**config.mk**
```make
export PLATFORM = sky130hd
export DESIGN_NAME = boot_loader
export DESIGN_NICKNAME = d
export VERILOG_FILES = /design/src/rtl/boot_loader.sv
export SDC_FILE = /design/constraint.sdc
export NUM_CORES = 1
export LEC_CHECK = 0
export CORE_MARGIN = 1.5
export CORE_UTILIZATION = 55
export CTS_CLUSTER_DIAMETER = 100
export CTS_CLUSTER_SIZE = 14
export DETAILED_ROUTE_END_ITERATION = 10
export GPL_TIMING_DRIVEN = 0
export HOLD_SLACK_MARGIN = 0.06
export PLACE_DENSITY = 0.77
export REMOVE_ABC_BUFFERS = 1
export SYNTH_ARGS = -nofsm -noshare
export SYNTH_HDL_FRONTEND = slang
export SYNTH_SLANG_ARGS = --single-unit
```
**constraint.sdc**
```tcl
create_clock -name i_clk -period 6 [get_ports i_clk]
set_clock_uncertainty 0.1 [all_clocks]
set_input_delay 1.5 -clock i_clk [delete_from_list [all_inputs] [get_ports i_clk]]
set_output_delay 1.5 -clock i_clk [all_outputs]
set_load 0.02 [all_outputs]
```
**src/rtl/boot_loader.sv**
```systemverilog
// boot_loader: UART program loader. It holds the core in reset, receives a
// framed image (A5, LEN_LO, LEN_HI, 4*N data bytes, CSUM) over an 8N1 line,
// writes it word by word into program memory from address 0, and releases
// the core once the checksum matches.
module boot_loader #(
    parameter int CLKS_PER_BIT = 434,
    parameter int MAX_WORDS    = 1024
) (
    input  logic        i_clk,
    input  logic        i_rst,
    input  logic        i_rx,
    output logic        o_mem_we,
    output logic [31:0] o_mem_addr,
    output logic [31:0] o_mem_data,
    output logic        o_core_rst,
    output logic        o_busy,
    output logic        o_err
);

    localparam int               CNT_W     = (CLKS_PER_BIT > 1) ? $clog2(CLKS_PER_BIT) : 1;
    localparam logic [CNT_W-1:0] HALF_M1   = CNT_W'(CLKS_PER_BIT / 2 - 1);
    localparam logic [CNT_W-1:0] FULL_M1   = CNT_W'(CLKS_PER_BIT - 1);
    localparam logic [7:0]       SYNC_BYTE = 8'hA5;
    localparam logic [31:0]      MAX_LEN   = 32'(MAX_WORDS);

    typedef enum logic [1:0] {
        RX_IDLE,
        RX_START,
        RX_DATA,
        RX_STOP
    } rx_state_t;

    typedef enum logic [2:0] {
        S_IDLE,
        S_LEN_LO,
        S_LEN_HI,
        S_DATA,
        S_CSUM,
        S_DONE,
        S_ERROR
    } state_t;

    // Receive-side registers
    logic             r_rx_meta;
    logic             r_rx_sync;
    rx_state_t        r_rx_state;
    rx_state_t        w_rx_next;
    logic [CNT_W-1:0] r_rx_cnt;
    logic [2:0]       r_rx_bit;
    logic [7:0]       r_rx_shift;
    logic             r_rx_valid;
    logic             r_rx_ferr;
    logic             w_rx_half;
    logic             w_rx_full;

    // Loader registers
    state_t           r_state;
    state_t           w_next;
    logic [7:0]       r_len_lo;
    logic [15:0]      r_len;
    logic [15:0]      r_word_idx;
    logic [1:0]       r_byte_cnt;
    logic [7:0]       r_csum;
    logic [31:0]      r_word;
    logic             r_mem_we;
    logic [31:0]      r_mem_addr;
    logic [31:0]      r_mem_data;

    logic             w_start;
    logic             w_cap_lo;
    logic             w_cap_hi;
    logic             w_take;
    logic             w_write;
    logic [15:0]      w_len;
    logic             w_len_ok;
    logic [31:0]      w_word;
    logic             w_last;

    assign w_rx_half = (r_rx_cnt == HALF_M1);
    assign w_rx_full = (r_rx_cnt == FULL_M1);

    // Two-flop synchronizer; both flops idle high so reset looks like an idle line.
    always_ff @(posedge i_clk or negedge i_rst) begin
        // NOTE: sequential state uses <= so every flop samples pre-edge values,
        // which is what makes the two synchronizer stages a real two-cycle delay.
        if (!i_rst) begin
            r_rx_meta <= 1'b1;
            r_rx_sync <= 1'b1;
        end else begin
            r_rx_meta <= i_rx;
            r_rx_sync <= r_rx_meta;
        end
    end

    // UART state register.
    always_ff @(posedge i_clk or negedge i_rst) begin
        if (!i_rst) r_rx_state <= RX_IDLE;
        else        r_rx_state <= w_rx_next;
    end

    // UART next state: start re-check at half bit, then full-bit sampling.
    always_comb begin
        // NOTE: the default assignment up front keeps this block free of latches.
        w_rx_next = r_rx_state;
        case (r_rx_state)
            RX_IDLE:  if (!r_rx_sync) w_rx_next = RX_START;
            RX_START: if (w_rx_half) w_rx_next = r_rx_sync ? RX_IDLE : RX_DATA;
            RX_DATA:  if (w_rx_full && (r_rx_bit == 3'd7)) w_rx_next = RX_STOP;
            RX_STOP:  if (w_rx_full) w_rx_next = RX_IDLE;
            default:  w_rx_next = RX_IDLE;
        endcase
    end

    // UART datapath: bit timing counter, LSB-first shifter, byte/framing strobes.
    always_ff @(posedge i_clk or negedge i_rst) begin
        if (!i_rst) begin
            r_rx_cnt   <= '0;
            r_rx_bit   <= '0;
            r_rx_shift <= '0;
            r_rx_valid <= 1'b0;
            r_rx_ferr  <= 1'b0;
        end else begin
            r_rx_valid <= 1'b0;
            r_rx_ferr  <= 1'b0;
            case (r_rx_state)
                RX_IDLE: begin
                    // The detect cycle itself counts as the first clock of the start bit.
                    r_rx_cnt <= CNT_W'(1);
                    r_rx_bit <= '0;
                end
                RX_START: r_rx_cnt <= w_rx_half ? '0 : r_rx_cnt + CNT_W'(1);
                RX_DATA: begin
                    if (w_rx_full) begin
                        r_rx_cnt   <= '0;
                        r_rx_bit   <= r_rx_bit + 3'd1;
                        r_rx_shift <= {r_rx_sync, r_rx_shift[7:1]};
                    end else begin
                        r_rx_cnt <= r_rx_cnt + CNT_W'(1);
                    end
                end
                RX_STOP: begin
                    if (w_rx_full) begin
                        r_rx_cnt <= '0;
                        if (r_rx_sync) r_rx_valid <= 1'b1;
                        else           r_rx_ferr  <= 1'b1;
                    end else begin
                        r_rx_cnt <= r_rx_cnt + CNT_W'(1);
                    end
                end
                default: r_rx_cnt <= '0;
            endcase
        end
    end

    assign w_len    = {r_rx_shift, r_len_lo};
    assign w_len_ok = (w_len != 16'd0) && ({16'd0, w_len} <= MAX_LEN);
    assign w_word   = {r_rx_shift, r_word[31:8]};
    assign w_last   = (r_word_idx == r_len - 16'd1);

    // Loader state register.
    always_ff @(posedge i_clk or negedge i_rst) begin
        if (!i_rst) r_state <= S_IDLE;
        else        r_state <= w_next;
    end

    // Loader next state and datapath controls, driven by the byte/framing strobes.
    always_comb begin
        w_next   = r_state;
        w_start  = 1'b0;
        w_cap_lo = 1'b0;
        w_cap_hi = 1'b0;
        w_take   = 1'b0;
        w_write  = 1'b0;
        case (r_state)
            S_IDLE, S_ERROR: begin
                // Framing errors are dropped here; only a sync byte restarts a load.
                if (r_rx_valid && (r_rx_shift == SYNC_BYTE)) begin
                    w_next  = S_LEN_LO;
                    w_start = 1'b1;
                end
            end
            S_LEN_LO: begin
                if (r_rx_ferr) begin
                    w_next = S_ERROR;
                end else if (r_rx_valid) begin
                    w_cap_lo = 1'b1;
                    w_next   = S_LEN_HI;
                end
            end
            S_LEN_HI: begin
                if (r_rx_ferr) begin
                    w_next = S_ERROR;
                end else if (r_rx_valid) begin
                    w_cap_hi = 1'b1;
                    w_next   = w_len_ok ? S_DATA : S_ERROR;
                end
            end
            S_DATA: begin
                if (r_rx_ferr) begin
                    w_next = S_ERROR;
                end else if (r_rx_valid) begin
                    w_take = 1'b1;
                    if (r_byte_cnt == 2'd3) begin
                        w_write = 1'b1;
                        if (w_last) w_next = S_CSUM;
                    end
                end
            end
            S_CSUM: begin
                if (r_rx_ferr) begin
                    w_next = S_ERROR;
                end else if (r_rx_valid) begin
                    w_next = (r_rx_shift == r_csum) ? S_DONE : S_ERROR;
                end
            end
            S_DONE:  w_next = S_DONE;
            default: w_next = S_IDLE;
        endcase
    end

    // Loader datapath: length capture, checksum, word assembly, write port.
    always_ff @(posedge i_clk or negedge i_rst) begin
        if (!i_rst) begin
            r_len_lo   <= '0;
            r_len      <= '0;
            r_word_idx <= '0;
            r_byte_cnt <= '0;
            r_csum     <= '0;
            r_word     <= '0;
            r_mem_we   <= 1'b0;
            r_mem_addr <= '0;
            r_mem_data <= '0;
        end else begin
            r_mem_we <= w_write;
            if (w_start) begin
                r_word_idx <= '0;
                r_byte_cnt <= '0;
                r_csum     <= '0;
            end
            if (w_cap_lo) r_len_lo <= r_rx_shift;
            if (w_cap_hi) r_len    <= w_len;
            if (w_take) begin
                r_csum     <= r_csum + r_rx_shift;
                r_word     <= w_word;
                r_byte_cnt <= r_byte_cnt + 2'd1;
            end
            if (w_write) begin
                r_mem_addr <= {14'd0, r_word_idx, 2'b00};
                r_mem_data <= w_word;
                r_word_idx <= r_word_idx + 16'd1;
            end
        end
    end

    assign o_mem_we   = r_mem_we;
    assign o_mem_addr = r_mem_addr;
    assign o_mem_data = r_mem_data;
    assign o_core_rst = (r_state == S_DONE);
    assign o_err      = (r_state == S_ERROR);
    assign o_busy     = (r_state == S_LEN_LO) || (r_state == S_LEN_HI) ||
                        (r_state == S_DATA)   || (r_state == S_CSUM);

endmodule

```
Word-level counts from Yosys, hierarchy flattened. Index checks and enable logic that the tools add are counted.

Multiplexer cells: 48. Order comparisons: 1. Equal/unequal tests: 28. Reduce and logical (&&, ||, !) cells: 18. Add/sub/neg operators: 6.

Operators with widths (count): $mux 3 (13); $mux 16 (2); $pmux 9 s3 (1); $mux 9 (2); $ne 3x3->1 const B (6); $pmux 3 s6 (1); $mux 1 (17); $add 16x1->16 const B (1); $eq 16x16->1 (1); $le 16x11->1 const B (1); $mux 2 (8); $mux 8 (2); $reduce_bool 16->1 (1); $sub 16x1->16 const B (1); $eq 3x3->1 const B (4); $ne 2x2->1 const B (6); $add 9x1->9 const B (1); $eq 9x8->1 const B (1); $eq 9x9->1 const B (1); $add 8x8->8 (1); $eq 8x8->1 (1); $eq 8x8->1 const B (1); $pmux 2 s4 (1); $reduce_and 7->1 (1); other kinds (15) (26).

Bits in registers: 160. Output and inout port bits: 68.

Longest topological paths before layout. Gate-level depths: netlist of run 1.

Depth after elaboration: 7. Mapped depth: 9. Mapped depth without buffers: 8.

Worst setup path after synthesis of run 1. Ideal clock, no wire load.

Kind: reg2out. Start point: register r_state[2]. End point: output port o_core_rst. Data required time: 4.400 ns. Path slack: 3.117 ns. Cell stages (with the launch flop): 3. Arrival: 1.283 ns. Path buffers: 1. Cells stage by stage: dfrtp_1 clkbuf_1 nor3b_1.

Longest elaborated chain between the ends: 1.

RTL lines: start, declared (RTL line 57) `state_t r_state;`; start signal, assigned (RTL line 163) `else r_state <= w_next;`; $eq 3x3->1 (RTL line 258) `assign o_core_rst = (r_state == S_DONE);`; end, declared (RTL line 15) `output logic o_core_rst,`.

Every way passes these cells.

Final worst setup path of run 1. Same ends and word-level chain as after synthesis.

==> summary.txt, run 1 <==
Placed design
  – Port Buffers: 54
  – Final GP Congestion: 0.818
  – Placed cell area: 0.00783 mm^2
  – Worst slack, placed: 2460 ps
  – Post-DP HPWL: 9.95 mm

Synth
  – Post-Synth Simple-Gate Area: 22.9%
  – Area fraction in compound gates after synthesis: 7.39%
  – Xor/xnor share of the synthesized area: 3.88%
  – Seq/Total Area, Yosys: 52.6%
  – Unique masters post-synth: 59
  – Main combinational cell family by area after synthesis: simple AND/OR/NAND/NOR gates
  – Area leader, netlist: dfrtp_1
  – #FFs+latches synth: 152
  – Commonest cells post-synth: nand2_1 (253), dfrtp_1 (150), nor2_1 (40), mux2_2 (34), clkbuf_1 (31)
  – Top post-synthesis cells by area: dfrtp_1 (52%), nand2_1 (13%), mux2_2 (5.3%)
  – Post-synth EDFFs: 0
  – Syn Std Cell Area: 0.00723 mm^2
  – Synth async-reset ratio: 100%
  – Post-Synth Adder-Cell Area: 2.87%
  – Top FF cell, synth: dfrtp_1
  – Avg Cell Area, Syn: 9.38 um^2
  – Yosys top cell area share: 51.9%
  – Mux share of post-synthesis cell area: 5.85%
  – Most frequent cell after synthesis: nand2_1
  – Post-synthesis cell count: 771
  – Total of warnings raised by yosys: 0

STA
  – RSZ-0062 raised after global routing: false
  – Setup TNS: 0 ps
  – Worst setup margin: 2200 ps
  – Worst-Margin Slew: 1210 ps
  – Final setup vio count: 0
  – Hold Vio Cnt, Final: 0
  – Pins Over Slew Limit: 0
  – Slew Limit Headroom: 19.5%
  – Fmax: 263 MHz
  – Final min period: 3800 ps
  – Period utilisation layout: 63.4%

Route
  – Met3 Wirelength: 703 um
  – DRC: 0
  – Wire length on met1: 6.77 mm
  – Post-route ant nets: 0
  – WL met2: 7.43 mm
  – Wire per inst: 15.3 um
  – TritonRoute pass-1 iters: 5
  – DR vias: 5,484
  – DRT iter0 DRCs: 442
  – WL final: 15.1 mm
  – Max Used Layer: met4
  – Vias per inst: 5.53

CTS
  – Post-CTS Hold Fix Bufs: 0
  – Post-CTS Resized: 0
  – Num CTS Buffers: 17
  – Maximum buffer depth of the clock tree: 2
  – Sink Count: 152
  – CTS root buf: clkbuf_16
  – Clk Latency, worst-skew pair: 420 ps
  – CTS tree: yes
  – Clock Pin Slew Worst Setup and Hold Paths: 60 ps
  – H-tree levels: 4
  – Postcts setup bufs: 0

GRT
  – Aggregate global routing overflow: 0
  – Largest net degree at the start of global routing: 79
  – Global-route wire length before repair: 26.3 mm
  – Vias in the first global route: 5,475
  – Initial antenna violation count: 0
  – Gr usage total: 23.4%

Floorplan
  – Chip Width: 118 um
  – Total die area: 0.0138 mm^2
  – Row count: 41
  – Die extent in y: 118 um
  – Initial Utilization: 56.8%
  – IO Pins: 71
  – Core box area: 0.0127 mm^2

Min path
  – Worst hold endpoint: r_rx_sync
  – HP Start: r_rx_meta
  – Worst Hold Path Cells: 0
  – Hold crit path type: register to register

Power and ir drop
  – Reg power frac: 49.2%
  – Internal power: 1.65 mW
  – Switch share: 21.1%
  – Peak VDD IR: 255 uV
  – NetSw: 0.439 mW
  – Combinational power share: 1.5%
  – LEAKAGE: 4.26 nW
  – Clk pwr share: 49.2%
  – PD cells: 248 mW/mm^2

Layout
  – Ratio of cells with drive above 1 in the final layout: 9.27%
  – Final net count: 828
  – Area Growth Syn to Fin: 16.3%
  – Final Cell Area: 0.00840 mm^2
  – # diodes: 0

Critical path
  – Worst EP arrival: 2200 ps
  – Crit-path cells: nor3b_1 > clkdlybuf4s50_1
  – Critical Path Fanout Max: 14
  – Worst reg2reg setup slack: 2410 ps
  – Highest-delay cell along the critical path: clkdlybuf4s50_1
  – Worst R2R Path Depth: 7
  – Critical setup path kind: register to output port
  – WP data required: 4400 ps
  – Worst r2r src: r_state[2]
  – Worst path top cell family by delay: buffers and inverters
  – WP buf/inv: 1
  – Crit Reg-Reg Endpoint: r_word_idx[14]
  – Critical path startpoint: r_state[2]
  – Setup crit end kind: output port
  – Crit start category: register
  – Worst path max stage delay: 700 ps

Flow run
  – Max-Cap Viols: 0

Outcome
  – Status: finished, final reports clean
==> cells by family (layout without fill, tap and decap cells) <==
kind of cell / after synthesis / in the layout
AOI/OAI and AO/OA: 84 / 84
xor gates and xnor gates: 32 / 32
adders and majority gates: 16 / 16
buffers and inverters: 66 / 100
DFF: 152 / 152
muxes: 38 / 38
other: 1 / 16
and+or+nand+nor: 382 / 382
==> state kept, by name, summed over array words and instances (netlist names), 9 cells and up, named ones only <==
| register | flops |
|---|---|
| r_len | 16 |
| o_mem_addr | 16 |
| r_word_idx | 16 |
| o_mem_data | 32 |
| r_word | 24 |
| r_rx_cnt | 9 |
==> layout by cell type (no fill, tap or decap), types with 5 or more instances in the layout <==
master           count
dfrtp_1            150
clkbuf_16           17
clkdlybuf4s50_1     53
conb_1              16
and3_1               8
inv_1               13
xor2_1              17
a21o_1               5
o31ai_1              6
o21ai_0             29
nand3_1             25
nor3_1               8
nor4_1               9
ha_1                15
nand2_1            253
nor2_1              40
o21ai_1              6
xnor2_1             15
or4_1                6
a21oi_1             14
mux2_2              34
==> metrics by stage <==
stage	total power [mW]	util (%)	instances	hold WS, ps
6_report	2.09	66.1	992	256
5_1_grt	2.15	66.1	992	262
4_1_cts	2.10	66.0	992	256
3_5_place_dp	1.08	61.6	962	248
3_3_place_gp	1.08	61.1	960	248
2_1_floorplan	1.05	-	734	245
==> power groups by stage <==
stage | combinational [mW] | clock [mW] | sequential, mW
after floorplan | 0.00913 | 0 | 1.05
after global placement | 0.0299 | 0 | 1.05
after detailed placement | 0.0331 | 0 | 1.05
after CTS | 0.0330 | 1.04 | 1.03
after global routing | 0.0370 | 1.08 | 1.03
final | 0.0317 | 1.03 | 1.03
==> worst max path at each step <==
stage / to / slack (ps) / cells after the start
after global placement: r_word[29] / -2450 / 1
after floorplan: r_word_idx[14] / 1880 / 6
after global routing: r_word_idx[14] / 2100 / 7
after detailed placement: r_word_idx[14] / 2460 / 7
final: o_core_rst / 2200 / 2
after CTS: o_core_rst / 2220 / 2
==> layout make-up <==
cell class                 instances  area [um^2]
clock inverter                    12          129
inverter                          14         52.6
fill                            1034         4320
tap                              172          215
multi-input combinational        568         3170
timing repair buffer              56          589
clock buffer                      18          439
sequential                       152         3810
==> metal layers <==
| layer | track usage, % | up-vias |
|---|---|---|
| li1 | - | 2622 |
| met4 | 8.61 | 0 |
| met2 | 38.0 | 152 |
| met5 | 0 | - |
| met3 | 4.46 | 26 |
| met1 | 31.4 | 2684 |
(Power assumes the default switching activity.)
==> inputs of run 2 (changes only) <==
CORE_UTILIZATION = 52   (was 55)
clock period = 3.07 ns   (was 6 ns; I/O delays follow)
==> run 2 against run 1 <==
First-iteration DRC count is 16% lower. Combinational power up 95%. Wire length down 0.96%. Global-route usage fell by 1.2 points. Total power up 95%. Critical path type unchanged. Critical endpoint unchanged.
==> summary.txt, run 2 (synthesis results as in run 1) <==
Outcome
  – Status: finished, final reports clean

Power and ir drop
  – LEAKAGE: 4.29 nW (+0.61%)
  – Internal power: 3.18 mW (+93%)
  – NetSw: 0.887 mW (+100%)
  – Power Total: 4.07 mW (+95%)
  – PD cells: 482 mW/mm^2 (+94%)
  – Peak VDD IR: 310 uV (+22%)
  – Reg power frac: 49.4% (+0.2 points)
  – Combinational power share: 1.5% (about the same)
  – Switch share: 21.8% (+0.76 points)
  – Clk pwr share: 49.1% (about the same)

STA
  – Hold_ws: 206 ps (-49.5 ps)
  – Period utilisation layout: 98.2%
  – RSZ-0062 raised after global routing: true
  – Slew Limit Headroom: 22.7% (+3.2 points)
  – Final min period: 3010 ps
  – Pins Over Slew Limit: 0 (unchanged)
  – Hold Vio Cnt, Final: 0 (unchanged)
  – Final setup vio count: 0 (unchanged)
  – Worst-Margin Slew: 1160 ps (-51.4 ps)
  – Fmax: 332 MHz

Flow run
  – Max-Cap Viols: 0 (unchanged)

Floorplan
  – Core box area: 0.0134 mm^2 (+5.3%)
  – Total die area: 0.0146 mm^2 (+5.6%)
  – IO Pins: 71 (unchanged)
  – Die extent in y: 121 um (+2.8%)
  – Row count: 42 (+2.4%)
  – Chip Width: 121 um (+2.8%)
  – Initial Utilization: 53.9% (-2.9 points)

Layout
  – Commonest non-fill, non-tap cells in the layout: nand2_1 (253), dfrtp_1 (149), clkdlybuf4s50_1 (53), nor2_1 (40), mux2_2 (34)
  – Area Growth Syn to Fin: 16.8%
  – Final Cell Area: 0.00844 mm^2 (+0.43%)
  – # diodes: 0 (unchanged)
  – Max reg flops: 32 (unchanged)
  – Most common cell after layout, fill and taps aside: nand2_1
  – Final net count: 828 (unchanged)
  – Fin util: 63.0% (-3.1 points)
  – Fin cells: 998 (+0.60%)
  – Ratio of cells with drive above 1 in the final layout: 9.61% (+0.34 points)

Route
  – DR vias: 5,550 (+1.2%)
  – Post-route ant nets: 0 (unchanged)
  – DRT iter0 DRCs: 371 (-16%)
  – Vias per inst: 5.56 (+0.60%)
  – Wire per inst: 15.0 um (-1.6%)
  – DRC: 0 (unchanged)
  – TritonRoute pass-1 iters: 6 (+1)
  – WL final: 15.0 mm (-0.96%)

CTS
  – Postcts setup bufs: 0 (unchanged)
  – Num CTS Buffers: 17 (unchanged)
  – Sink Count: 152 (unchanged)
  – H-tree levels: 4 (unchanged)
  – CTS root buf: clkbuf_16
  – CTS tree: yes
  – Clk Latency, worst-skew pair: 420 ps (about the same)
  – Maximum buffer depth of the clock tree: 2 (unchanged)
  – Clock Pin Slew Worst Setup and Hold Paths: 60 ps (about the same)

Placed design
  – Final GP Congestion: 0.836 (+2.2%)
  – Dpl cells: 966 (+0.42%)
  – Port Buffers: 54 (unchanged)
  – Placed cell area: 0.00784 mm^2 (about the same)
  – Post-DP HPWL: 10.0 mm (+0.54%)

GRT
  – Gr usage total: 22.2% (-1.2 points)
  – Initial antenna violation count: 0 (unchanged)
  – Global-route wire length before repair: 25.8 mm (-2.1%)
  – Aggregate global routing overflow: 0 (unchanged)
  – Largest net degree at the start of global routing: 94 (+19%)
  – Vias in the first global route: 5,388 (-1.6%)

Critical path
  – Setup crit end kind: output port
  – Worst EP arrival: 2150 ps (-50 ps)
  – Critical path startpoint: r_state[0]
  – Crit path to: o_core_rst
  – Crit Reg-Reg Endpoint: r_state[1]
  – Worst R2R Path Depth: 8 (+1)
  – Worst reg2reg setup slack: 170 ps (-2240 ps)
  – WP data required: 2200 ps (-2200 ps)
  – Critical Path Fanout Max: 9 (-5)
  – Crit start category: register
  – Worst r2r src: r_len[0]
  – Critical setup path kind: register to output port

Min path
  – Hold crit path type: input pin to asynchronous set/reset pin
==> run 2: worst min-delay path by stage <==
stage,depth (start not counted),end,startpoint
2_1_floorplan,0,r_rx_sync,r_rx_meta
3_3_place_gp,0,r_rx_sync,r_rx_meta
3_5_place_dp,0,r_rx_sync,r_rx_meta
4_1_cts,1,o_mem_addr[14],i_rst
5_1_grt,1,o_mem_addr[13],i_rst
6_report,1,o_mem_addr[13],i_rst
==> run 2: power groups by stage <==
stage               clock (mW)  combinational [mW]  sequential, mW
floorplan                    0              0.0178            2.04
global placement             0              0.0585            2.04
detailed placement           0              0.0647            2.04
CTS                       2.03              0.0646            2.01
global route              2.13              0.0724            2.01
finish                    2.00              0.0618            2.01
==> run 2: stage by stage <==
stage / setup TNS, ps / setup WS (ps)
2_1_floorplan: -38060 / -1050
3_3_place_gp: -830950 / -4650
3_5_place_dp: -6420 / -544
4_1_cts: 0 / 18.2
5_1_grt: -93.8 / -52.3
6_report: 0 / 55.9
==> run 2: critical path, stage by stage (launching register included) <==
cell and delay (ps):
dfrtp_1 490, inv_1 140, nor3b_1 410, clkdlybuf4s50_1 690
==> run 2: per-layer routing <==
layer | vias up | share of wire [%] | track usage, %
met5 | - | 0 | 0
met1 | 2765 | 45 | 29.8
met4 | 0 | 1.5 | 8.68
li1 | 2626 | - | -
met3 | 19 | 4.5 | 3.99
met2 | 140 | 49 | 36.0
==> run 2: what timing repair did <==
| item | CTS | global route |
|---|---|---|
| hold buffers | 0 | 0 |
| gates resized for setup | 3 | 3 |
| endpoints found under the hold margin | 0 | 0 |
| pin swaps | 0 | 0 |
| endpoints found under the setup margin | 60 | 7 |
==> run 2: area by class of cell <==
cell class / count / area (um^2)
multi-input cells: 568 / 3190
clock inverters: 12 / 115
repair buffers: 56 / 589
inverters: 14 / 57.6
flip-flops and latches: 152 / 3810
fillers: 1087 / 4960
clock buffers: 20 / 457
well taps: 176 / 220
==> RTL edit: new RTL, settings of run 2 <==
Encoding of `state_t`: now one-hot (7 bits for 7 states).
--- a/src/rtl/boot_loader.sv
+++ b/src/rtl/boot_loader.sv
@@ -32,10 +32,10 @@
 
-    typedef enum logic [2:0] {
-        S_IDLE,
-        S_LEN_LO,
-        S_LEN_HI,
-        S_DATA,
-        S_CSUM,
-        S_DONE,
-        S_ERROR
+    typedef enum logic [6:0] {
+        S_IDLE   = 7'b0000001,
+        S_LEN_LO = 7'b0000010,
+        S_LEN_HI = 7'b0000100,
+        S_DATA   = 7'b0001000,
+        S_CSUM   = 7'b0010000,
+        S_DONE   = 7'b0100000,
+        S_ERROR  = 7'b1000000
     } state_t;
Formal check against the unedited RTL: same outputs for any inputs over 10 cycles, from zero or initial values and one cycle with i_rst low; not proved beyond that.
==> RTL edit against run 2 <==
Area after synthesis is 2.9% higher; global-route usage is 0.20 points higher; sequential cell count is 4 higher; cell count is 2.1% higher; clock power is 5% higher; core utilization is 0.48 points higher; setup slack better by 0.027 ns; via count is 1.2% higher; routed wire length is 3.7% higher; die area is 2.8% higher; first-iteration DRC count is 13% higher; power is 4.1% higher; final area is 4.8% higher; count of clock-buffer cells in the layout is 2 lower.
==> RTL edit: results (changes against run 2) <==
Clock Power Share - 49.9% (+0.8 points)
Seq/Total Area, Yosys - 52.5% (-0.13 points)
NumNets Final - 845 (+2.1%)
Critical Path Slowest Stage Cell - or4_4
Synth Area in Compound Gates - 7.42% (+0.025 points)
WHS - 0.256 ns (+0.0498 ns)
Worst path max stage delay - 0.59 ns (-0.10 ns)
Gr usage total - 22.4% (+0.20 points)
Setup WS pre-CTS - -1.46 ns (-0.918 ns)
Synth Area in Adders - 2.79% (-0.082 points)
GPL Wtd Cong - 0.818 (-2.1%)
Initial drt markers - 421 (+13%)
Crit path max-delay family - simple AND/OR/NAND/NOR gates
Number of global-route vias before repair - 5398 (+0.19%)
Syn Area/Cell - 9.56 um^2 (+2.0%)
Worst flop-to-flop path startpoint - r_len[4]
Wire per inst - 15.3 um (+1.5%)
Commonest cells in the netlist - 245 x nand2_1, 153 x dfrtp_1, 35 x nor2_1, 35 x o21ai_0, 30 x mux2_2
Reg2Reg Setup Slack - 0.08 ns (-0.09 ns)
Worst VDD drop - 0.391 mV (+26%)
Reg2reg end - r_state[6]
Status - finished, final reports clean
CP Max Fanout - 8 (-1)
Worst Tran Pin Value - 0.862 ns (-0.294 ns)
P_leak - 4.47 nW (+4.3%)
Ratio of cells with drive above 1 in the final layout - 13.1% (+3.5 points)
Vias - 5615 (+1.2%)
R2r worst-path depth - 7 (-1)
Switching power of the nets - 0.000937 W (+5.7%)
RTL edit: cell count changes in the layout (fill, tap and decap cells not counted), sizes merged, moves of 4 or more:
cell,before,now
buf,3,13
nand2,253,245
inv,17,22
nand4,4,9
nor2,40,35
xnor2,15,20
a21oi,14,10
a31oi,4,8
clkinv,8,4
nor2b,0,4
RTL edit: cell type report:
type                    instances  share of cell area (%)
flip-flops and latches        156                    44.2
multi-input cells             569                    38.0
repair buffers                 66                    7.85
clock inverters                14                    1.75
well taps                     180                    2.55
inverters                      16                   0.707
clock buffers                  18                    4.97
RTL edit: per-stage QoR:
stage / utilization (%) / cell area, um^2
floorplan: - / 7220
global placement: 57.3 / 7990
detailed placement: 58.1 / 8090
CTS: 63.1 / 8790
global route: 63.5 / 8840
finish: 63.5 / 8840
RTL edit: per-layer routing:
layer  share of wire, %  wire, um  global-route usage (%)  up-vias
li1                   -         -                       -     2694
met1                 46      7080                    30.2     2736
met2                 48      7410                    35.2      149
met3                4.3       670                    4.83       36
met4                2.4       379                    9.38        0
met5                  0         0                       0        -
RTL edit: worst max-delay path by stage:
stage	start	endpoint	cells past startpoint	slack (ns)
after floorplan	r_state[5]	r_word_idx[13]	8	-1.65
after global placement	i_rst	r_word[9]	1	-5.20
after detailed placement	r_state[5]	r_word_idx[15]	9	-1.46
after CTS	r_state[2]	o_busy	5	0.02
after global routing	r_len[0]	r_state[6]	9	-0.005
final	r_len[4]	r_state[6]	7	0.08
RTL edit: repair_timing:
| action | in CTS | in global routing |
|---|---|---|
| gates resized for setup | 16 | 8 |
| pin swaps | 2 | 4 |
| buffers inserted | 3 | 4 |
| cloned | 1 | 0 |
| endpoints found under the setup margin | 69 | 13 |
